File: src/rtl/pulse_generator.sv
// pulse_generator: turns single-cycle event strobes into timed output pulses.
// Each strobe produces one PULSE_LEN-cycle high pulse, and consecutive pulses are
// separated by at least GAP_LEN low cycles. Strobes that arrive while a pulse or gap
// is in progress are queued in a saturating pending counter. A sticky overflow flag
// records any strobe that was dropped because the queue was full.
module pulse_generator #(
  parameter int PULSE_LEN   = 4,
  parameter int GAP_LEN     = 2,
  parameter int MAX_PENDING = 3,
  localparam int PEND_W     = $clog2(MAX_PENDING + 1)
) (
  input  logic              sys_clk,
  input  logic              sys_rst,
  input  logic              trig,
  input  logic              clr_overflow,
  output logic              signal_out,
  output logic              busy,
  output logic [PEND_W-1:0] pending,
  output logic              overflow
);

  // The duration counter must be wide enough for the longer of the two phases.
  localparam int MAX_LEN = (PULSE_LEN > GAP_LEN) ? PULSE_LEN : GAP_LEN;
  localparam int CNT_W   = $clog2(MAX_LEN + 1);

  // The counter is loaded with LEN-1 on entry and the phase ends when it reads zero.
  localparam logic [CNT_W-1:0]  PULSE_RELOAD = CNT_W'(PULSE_LEN - 1);
  localparam logic [CNT_W-1:0]  GAP_RELOAD   = CNT_W'(GAP_LEN - 1);
  localparam logic [PEND_W-1:0] PEND_FULL    = PEND_W'(MAX_PENDING);
  localparam logic [PEND_W-1:0] PEND_ONE     = PEND_W'(1);

  typedef enum logic [1:0] {
    IDLE = 2'd0,
    HIGH = 2'd1,
    GAP  = 2'd2
  } state_t;

  state_t            state;
  state_t            state_next;
  logic [CNT_W-1:0]  cnt;
  logic [CNT_W-1:0]  cnt_next;
  logic [PEND_W-1:0] pending_next;
  logic              overflow_next;
  logic              pend_inc;
  logic              pend_dec;
  logic              overflow_set;

  // Phase sequencing: decides the next state and duration count, and whether this cycle
  // adds a strobe to the queue or takes one out of it.
  always_comb begin
    state_next = state;
    cnt_next   = cnt;
    pend_inc   = 1'b0;
    pend_dec   = 1'b0;
    case (state)
      IDLE: begin
        cnt_next = '0;
        if (trig) begin
          state_next = HIGH;
          cnt_next   = PULSE_RELOAD;
        end
      end
      HIGH: begin
        pend_inc = trig;
        if (cnt == '0) begin
          state_next = GAP;
          cnt_next   = GAP_RELOAD;
        end else begin
          cnt_next = cnt - CNT_W'(1);
        end
      end
      GAP: begin
        if (cnt == '0) begin
          if (pending != '0) begin
            state_next = HIGH;
            cnt_next   = PULSE_RELOAD;
            pend_dec   = 1'b1;
            pend_inc   = trig;
          end else if (trig) begin
            state_next = HIGH;
            cnt_next   = PULSE_RELOAD;
          end else begin
            state_next = IDLE;
            cnt_next   = '0;
          end
        end else begin
          cnt_next = cnt - CNT_W'(1);
          pend_inc = trig;
        end
      end
      default: begin
        state_next = IDLE;
        cnt_next   = '0;
      end
    endcase
  end

  // Queue bookkeeping: a matched add and take leaves the count alone even when full,
  // and an add into a full queue is dropped and flagged instead of wrapping.
  always_comb begin
    pending_next = pending;
    overflow_set = 1'b0;
    if (pend_inc && !pend_dec) begin
      if (pending == PEND_FULL) begin
        overflow_set = 1'b1;
      end else begin
        pending_next = pending + PEND_ONE;
      end
    end else if (pend_dec && !pend_inc) begin
      pending_next = pending - PEND_ONE;
    end
    if (overflow_set) begin
      overflow_next = 1'b1;
    end else if (clr_overflow) begin
      overflow_next = 1'b0;
    end else begin
      overflow_next = overflow;
    end
  end

  // All state and outputs are flops; the outputs are decoded from the next state so they
  // line up with the state register without an extra cycle of delay.
  always_ff @(posedge sys_clk or posedge sys_rst) begin
    if (sys_rst) begin
      state      <= IDLE;
      cnt        <= '0;
      pending    <= '0;
      overflow   <= 1'b0;
      signal_out <= 1'b0;
      busy       <= 1'b0;
    end else begin
      state      <= state_next;
      cnt        <= cnt_next;
      pending    <= pending_next;
      overflow   <= overflow_next;
      signal_out <= (state_next == HIGH);
      busy       <= (state_next != IDLE);
    end
  end

endmodule

File: config.mk
export PLATFORM = sky130hd
export DESIGN_NAME = pulse_generator
export DESIGN_NICKNAME = d
export VERILOG_FILES = /design/src/rtl/pulse_generator.sv
export SDC_FILE = /design/constraint.sdc
export NUM_CORES = 1
export LEC_CHECK = 0
export ABC_AREA = 1
export CORE_MARGIN = 2
export CORE_UTILIZATION = 46
export DETAILED_ROUTE_END_ITERATION = 8
export PLACE_DENSITY = 0.79
export SLEW_MARGIN = 20
export SYNTH_ARGS = -nofsm -noshare
export SYNTH_HDL_FRONTEND = slang
export SYNTH_SLANG_ARGS = --single-unit
File: constraint.sdc
create_clock -name sys_clk -period 1.2 [get_ports sys_clk]
set_input_delay 0.12 -clock sys_clk [delete_from_list [all_inputs] [get_ports sys_clk]]
set_output_delay 0.12 -clock sys_clk [all_outputs]
set_load 0.02 [all_outputs]
# ---- Yosys cells after proc, flatten, opt, wreduce, memory -nomap -nowiden
# Index checks and enable logic that the tools add are counted.
dict set report word_totals {
  reg_bits 10
}
dict set report op_classes {
  add_sub_neg 3
  eq_ne 5
  n_mux 24
  n_reduce_logical 11
}
# operator n
set ops {}
lappend ops {{2-to-1 mux 2 bit} 8}
lappend ops {{2-to-1 mux 1 bit} 11}
lappend ops {{case mux 3 bit (3 select lines)} 1}
lappend ops {{nonzero test 2 bit} 4}
lappend ops {{2-to-1 mux 3 bit} 2}
lappend ops {{case mux 2 bit (3 select lines)} 1}
lappend ops {{== test 2 x 1 -> 1 bit (second input constant)} 2}
lappend ops {{== test 2 bit (second input constant)} 2}
lappend ops {{logical NOT 3 bit} 1}
lappend ops {{subtractor 3 x 1 -> 3 bit (second input constant)} 1}
lappend ops {{adder 2 x 1 -> 2 bit (second input constant)} 1}
lappend ops {{logical AND 1 bit} 2}
lappend ops {{logical NOT 1 bit} 2}
lappend ops {{logical NOT 2 bit} 1}
lappend ops {{inequality test 2 bit (second input constant)} 1}
lappend ops {{case mux 1 bit (2 select lines)} 1}
lappend ops {{AND reduction 2 bit} 1}
lappend ops {{subtractor 2 x 1 -> 2 bit (second input constant)} 1}

# ---- Longest topological paths before layout
dict set report depth {
  ltp_word 8
  depth_mapped 10
  mapped_depth_nobuf 10
}

# ---- Worst setup path before layout
# No wires, ideal clock.
dict set report synth_timing {
  kind {flip-flop to flip-flop}
  from {reg state[0]}
  to {reg signal_out}
  t_arrival_ns 1.165
  t_required_ns 1.085
  setup_slack_ns -0.080
  stages_incl_launch_ff 8
  n_path_buf 0
  synth_period_minus_slack_ns 1.280
  path_cell_list {dfrtp_1 inv_1 ha_1 inv_1 o21ai_1 nand3_2 inv_1 nor2_2}
}
dict set report synth_between {
  elab_chain_cells 3
  word_cells_on_any_way 8
}
# element line
set synth_rtl {}
lappend synth_rtl {{start: declaration} 38} ;# state_t state;
lappend synth_rtl {{start signal: assignment} 132} ;# state <= state_next;
lappend synth_rtl {{== test 2 bit (tied with other cells)} 55} ;# case (state)
lappend synth_rtl {{case mux 2 bit (3 select lines) *} 55}
lappend synth_rtl {{named net state_next[1]} 39} ;# state_t state_next;
lappend synth_rtl {{== test 2 x 1 -> 1 bit *} 136} ;# signal_out <= (state_next == HIGH);
lappend synth_rtl {{end signal: assignment} 136}
lappend synth_rtl {{end: declaration} 16} ;# output logic signal_out,
# Mark *: on every way through the listed nets, which the timed path passes. The rest lies on a longest branch.
# A chain may end at the register's enable or synchronous reset.

# ---- Worst setup path in the final report
dict set report layout_timing {
  from {reg cnt[1]}
  to {reg busy}
}
dict set report layout_between {
  elab_chain_cells 4
  word_cells_on_any_way 5
}
# element line
set layout_rtl {}
lappend layout_rtl {{start: declaration} 40} ;# logic [CNT_W-1:0] cnt;
lappend layout_rtl {{start signal: assignment} 133} ;# cnt <= cnt_next;
lappend layout_rtl {{logical NOT 3 bit *} {65, 73}}
lappend layout_rtl {{2-to-1 mux 2 bit, on equally long branches} {73, 65}}
lappend layout_rtl {{case mux 2 bit (3 select lines) *} 55}
lappend layout_rtl {{nonzero test 2 bit *} 137} ;# busy <= (state_next != IDLE);
lappend layout_rtl {{end signal: assignment} 137}
lappend layout_rtl {{end: declaration} 17} ;# output logic busy,
# Mark *: on every way between the ends. The rest lies on a longest branch, timed or not.

==> impl_metrics.prom <==
# TYPE chip_impl_metric gauge
chip_impl_info{name="outcome",value="complete, but fails checks"} 1
chip_impl_info{name="failed_checks",value="negative setup slack"} 1
chip_impl_info{name="timing_worst_setup_path_type",value="reg -> reg"} 1
chip_impl_metric{name="gpl_wtd_cong",unit=""} 0.845
chip_impl_info{name="timing.critical_path.from",value="cnt[1]"} 1
chip_impl_metric{name="finalWorstSetupSlack",unit="ns"} -0.156
chip_impl_metric{name="worst_ir_drop_vdd",unit="V"} 0.00188
chip_impl_metric{name="fin_setup_tns",unit="ns"} -1.05
chip_impl_info{name="cts-root-buf",value="clkbuf_4"} 1
chip_impl_info{name="worst_setup_path_start_kind",value="register"} 1
chip_impl_info{name="synth_top_cells_by_area",value="dfrtp_1, ha_1, nand2_1"} 1
chip_impl_metric{name="preCtsSetupSlack",unit="ns"} -0.164
chip_impl_metric{name="first_drt_iteration_drcs",unit=""} 22
chip_impl_metric{name="post_drt_wl_per_cell",unit="um"} 14.5
chip_impl_metric{name="crit_arrival",unit="ns"} 1.51
chip_impl_metric{name="globalRouteOverflowTotal",unit=""} 0
chip_impl_metric{name="area_growth",unit="%"} 53.3
chip_impl_metric{name="fill_cells",unit=""} 74
chip_impl_metric{name="antenna_violations_before_repair",unit=""} 0
chip_impl_metric{name="syn_nets",unit=""} 93
chip_impl_metric{name="utilization_after_layout",unit="%"} 75.7
chip_impl_metric{name="synth.ff_latch_count",unit=""} 10
chip_impl_metric{name="min_period",unit="ns"} 1.36
chip_impl_metric{name="syn_avg_cell_area",unit="um^2"} 7.84
chip_impl_metric{name="h-tree-depth",unit=""} 1
chip_impl_info{name="cts_tree",value="done"} 1
chip_impl_metric{name="floorplan.initialDensity",unit="%"} 49.4
chip_impl_metric{name="finalNetCount",unit=""} 120
chip_impl_metric{name="final_layout_size_suffix_gt1_share",unit="%"} 50.9
chip_impl_metric{name="worst-r2r-setup-slack",unit="ns"} -0.16
chip_impl_metric{name="setup_viol",unit=""} 10
chip_impl_metric{name="fp.dieW",unit="um"} 41.6
chip_impl_metric{name="cts.path.max_buffers",unit=""} 2
chip_impl_metric{name="placedCellCount",unit=""} 114
chip_impl_metric{name="gr-usage-all-layers",unit="%"} 20.3
chip_impl_info{name="grt_setup_unrepaired",value="yes"} 1
chip_impl_metric{name="worst_slew_pin_slew",unit="ns"} 0.393
chip_impl_info{name="timing.rr.start",value="cnt[1]"} 1
chip_impl_metric{name="first_pass_grt_wire_length",unit="um"} 2640
chip_impl_metric{name="worst_slew_margin_rel",unit="%"} 73.8
chip_impl_metric{name="dp_hpwl",unit="um"} 1080
chip_impl_metric{name="timing.max_cap.violations",unit=""} 0
chip_impl_metric{name="worst_clock_skew",unit="ns"} 0.00400
chip_impl_metric{name="core.rowCount",unit=""} 13
chip_impl_metric{name="drtPass1Iterations",unit=""} 4
chip_impl_metric{name="finalPower",unit="mW"} 2.67
chip_impl_metric{name="report.final.hold_viol_count",unit=""} 0
chip_impl_info{name="cp-end-kind",value="register"} 1
chip_impl_metric{name="die_area",unit="um^2"} 1730
chip_impl_metric{name="synth-warning-count",unit=""} 0
chip_impl_metric{name="syn_inst",unit=""} 83
chip_impl_metric{name="tritoncts.num_buffers",unit=""} 3
chip_impl_metric{name="synthDistinctLibCells",unit=""} 20
chip_impl_info{name="post-synth-top-area-cell",value="dfrtp_1"} 1
chip_impl_metric{name="clk_latency",unit="ns"} 0.26
chip_impl_metric{name="finalInstanceArea",unit="um^2"} 997
chip_impl_metric{name="power.static_leakage",unit="nW"} 0.508
chip_impl_metric{name="grt_pass1_vias",unit=""} 627
chip_impl_metric{name="ys_seq_area_share",unit="%"} 38.5
chip_impl_metric{name="fmaxAchievable",unit="GHz"} 0.738
chip_impl_metric{name="slew_viol_final",unit=""} 0
chip_impl_metric{name="worstPathRequired",unit="ns"} 1.36
chip_impl_metric{name="path_max_fanout",unit=""} 5
chip_impl_metric{name="dpl-instance-area",unit="um^2"} 827
chip_impl_metric{name="grt_start_max_net_pins",unit=""} 11
chip_impl_metric{name="finish.cell_count_without_fillers",unit=""} 123
chip_impl_metric{name="dr_total_vias",unit=""} 642
chip_impl_metric{name="coreArea",unit="um^2"} 1320
chip_impl_metric{name="drc",unit=""} 0
chip_impl_metric{name="tritoncts_num_sinks",unit=""} 10
chip_impl_metric{name="numPortBuffers",unit=""} 8
chip_impl_metric{name="synth.top_cell.area_share",unit="%"} 38.5
chip_impl_info{name="holdCritPathClass",value="in -> async"} 1
chip_impl_metric{name="ios",unit=""} 9
chip_impl_metric{name="antenna_violating_nets_post_route",unit=""} 0
chip_impl_metric{name="routed_wl",unit="um"} 1780
chip_impl_metric{name="period_share",unit="%"} 113
chip_impl_metric{name="viasPerCell",unit=""} 5.22
chip_impl_metric{name="diodes",unit=""} 0
chip_impl_metric{name="fin_hold_ws",unit="ns"} 0.135
chip_impl_metric{name="synth_area",unit="um^2"} 651
chip_impl_metric{name="power-per-cell-area",unit="nW/um^2"} 2680
chip_impl_metric{name="cts.clk_slew.worst_paths",unit="ns"} 0.06
chip_impl_metric{name="fp.dieH",unit="um"} 41.6
-- worst max-delay path, stage by stage, from the launching register on --
cell and delay (ns):
dfrtp_1 0.38, inv_2 0.08, ha_4 0.14, inv_2 0.04
nor2_4 0.16, nand3_4 0.13, nand3_2 0.09, nand3_2 0.08
nand2_4 0.09, nand2_2 0.04
-- cell usage after synthesis --
| master | instances |
|---|---|
| a21oi_1 | 1 |
| o22ai_1 | 2 |
| o211ai_1 | 1 |
| nand4_1 | 1 |
| ha_1 | 6 |
| inv_1 | 15 |
| nor2_1 | 3 |
| nor2_2 | 1 |
| inv_2 | 4 |
| o21ai_0 | 1 |
| nand2_1 | 16 |
| a211oi_1 | 1 |
| a21oi_2 | 2 |
| clkinv_1 | 1 |
| o21ai_1 | 2 |
| nand3_1 | 9 |
| nor2_4 | 1 |
| dfrtp_1 | 10 |
| nand2_2 | 4 |
| nand3_2 | 2 |
-- layout by cell type, fill, tap and decap left out, types with 4 or more instances in the layout --
master and n:
nand2_1 14, buf_4 14, inv_2 10, dfrtp_1 10, nand3_2 9, inv_1 9
nand2_2 5, dlygate4sd2_1 5, ha_4 4
-- area by class of cell --
class	instances	area (um^2)	share of cell area, %
flip-flops and latches	10	250	25.1
multi-input cells	53	450	45.2
repair buffers	22	179	17.9
well taps	15	18.8	1.88
clock buffers	3	22.5	2.26
inverters	20	76.3	7.65
-- report_power, final --
part           internal, mW  switching (mW)
clock network         0.116           0.110
logic                 0.796            1.05
registers             0.486           0.107
-- timing repair --
item,in CTS,in global routing
hold buffers,0,0
setup endpoints to repair,15,10
gates cloned,0,0
gates resized for setup,23,7
endpoints found under the hold margin,0,0
buffers inserted,3,3
pin swaps,7,7
-- state kept, by name, indices dropped and copies added, names as in the netlist --
| signal | cells |
|---|---|
| cnt | 3 |
| pending | 2 |
| state | 2 |
| busy | 1 |
| overflow | 1 |
| signal_out | 1 |
-- cell families (layout without fill, tap and decap cells) --
family,count (synthesis),count (layout),synth area share (%)
adder cells (fa/ha/maj),6,6,11.5
AND/OR/NAND/NOR,37,37,28.5
flip-flops,10,10,38.5
buffers and inverters,20,45,11.5
AO/OA/AOI/OAI,10,10,10.0
-- routing by layer --
layer | share of wire, % | vias up | track usage [%]
met5 | 0 | - | 0
met4 | 3.9 | 0 | 15.5
met3 | 4.4 | 8 | 1.74
met2 | 53 | 23 | 36.9
met1 | 39 | 300 | 21.2
li1 | - | 311 | -
-- worst paths after layout --
check	end	cells past startpoint
min reg2reg	overflow	2
min	state[1]	2
max reg2reg	busy	9
min in group sys_clk	overflow	2
max	busy	9
max in group asynchronous	cnt[2]	2
(Power assumes the default switching activity.)
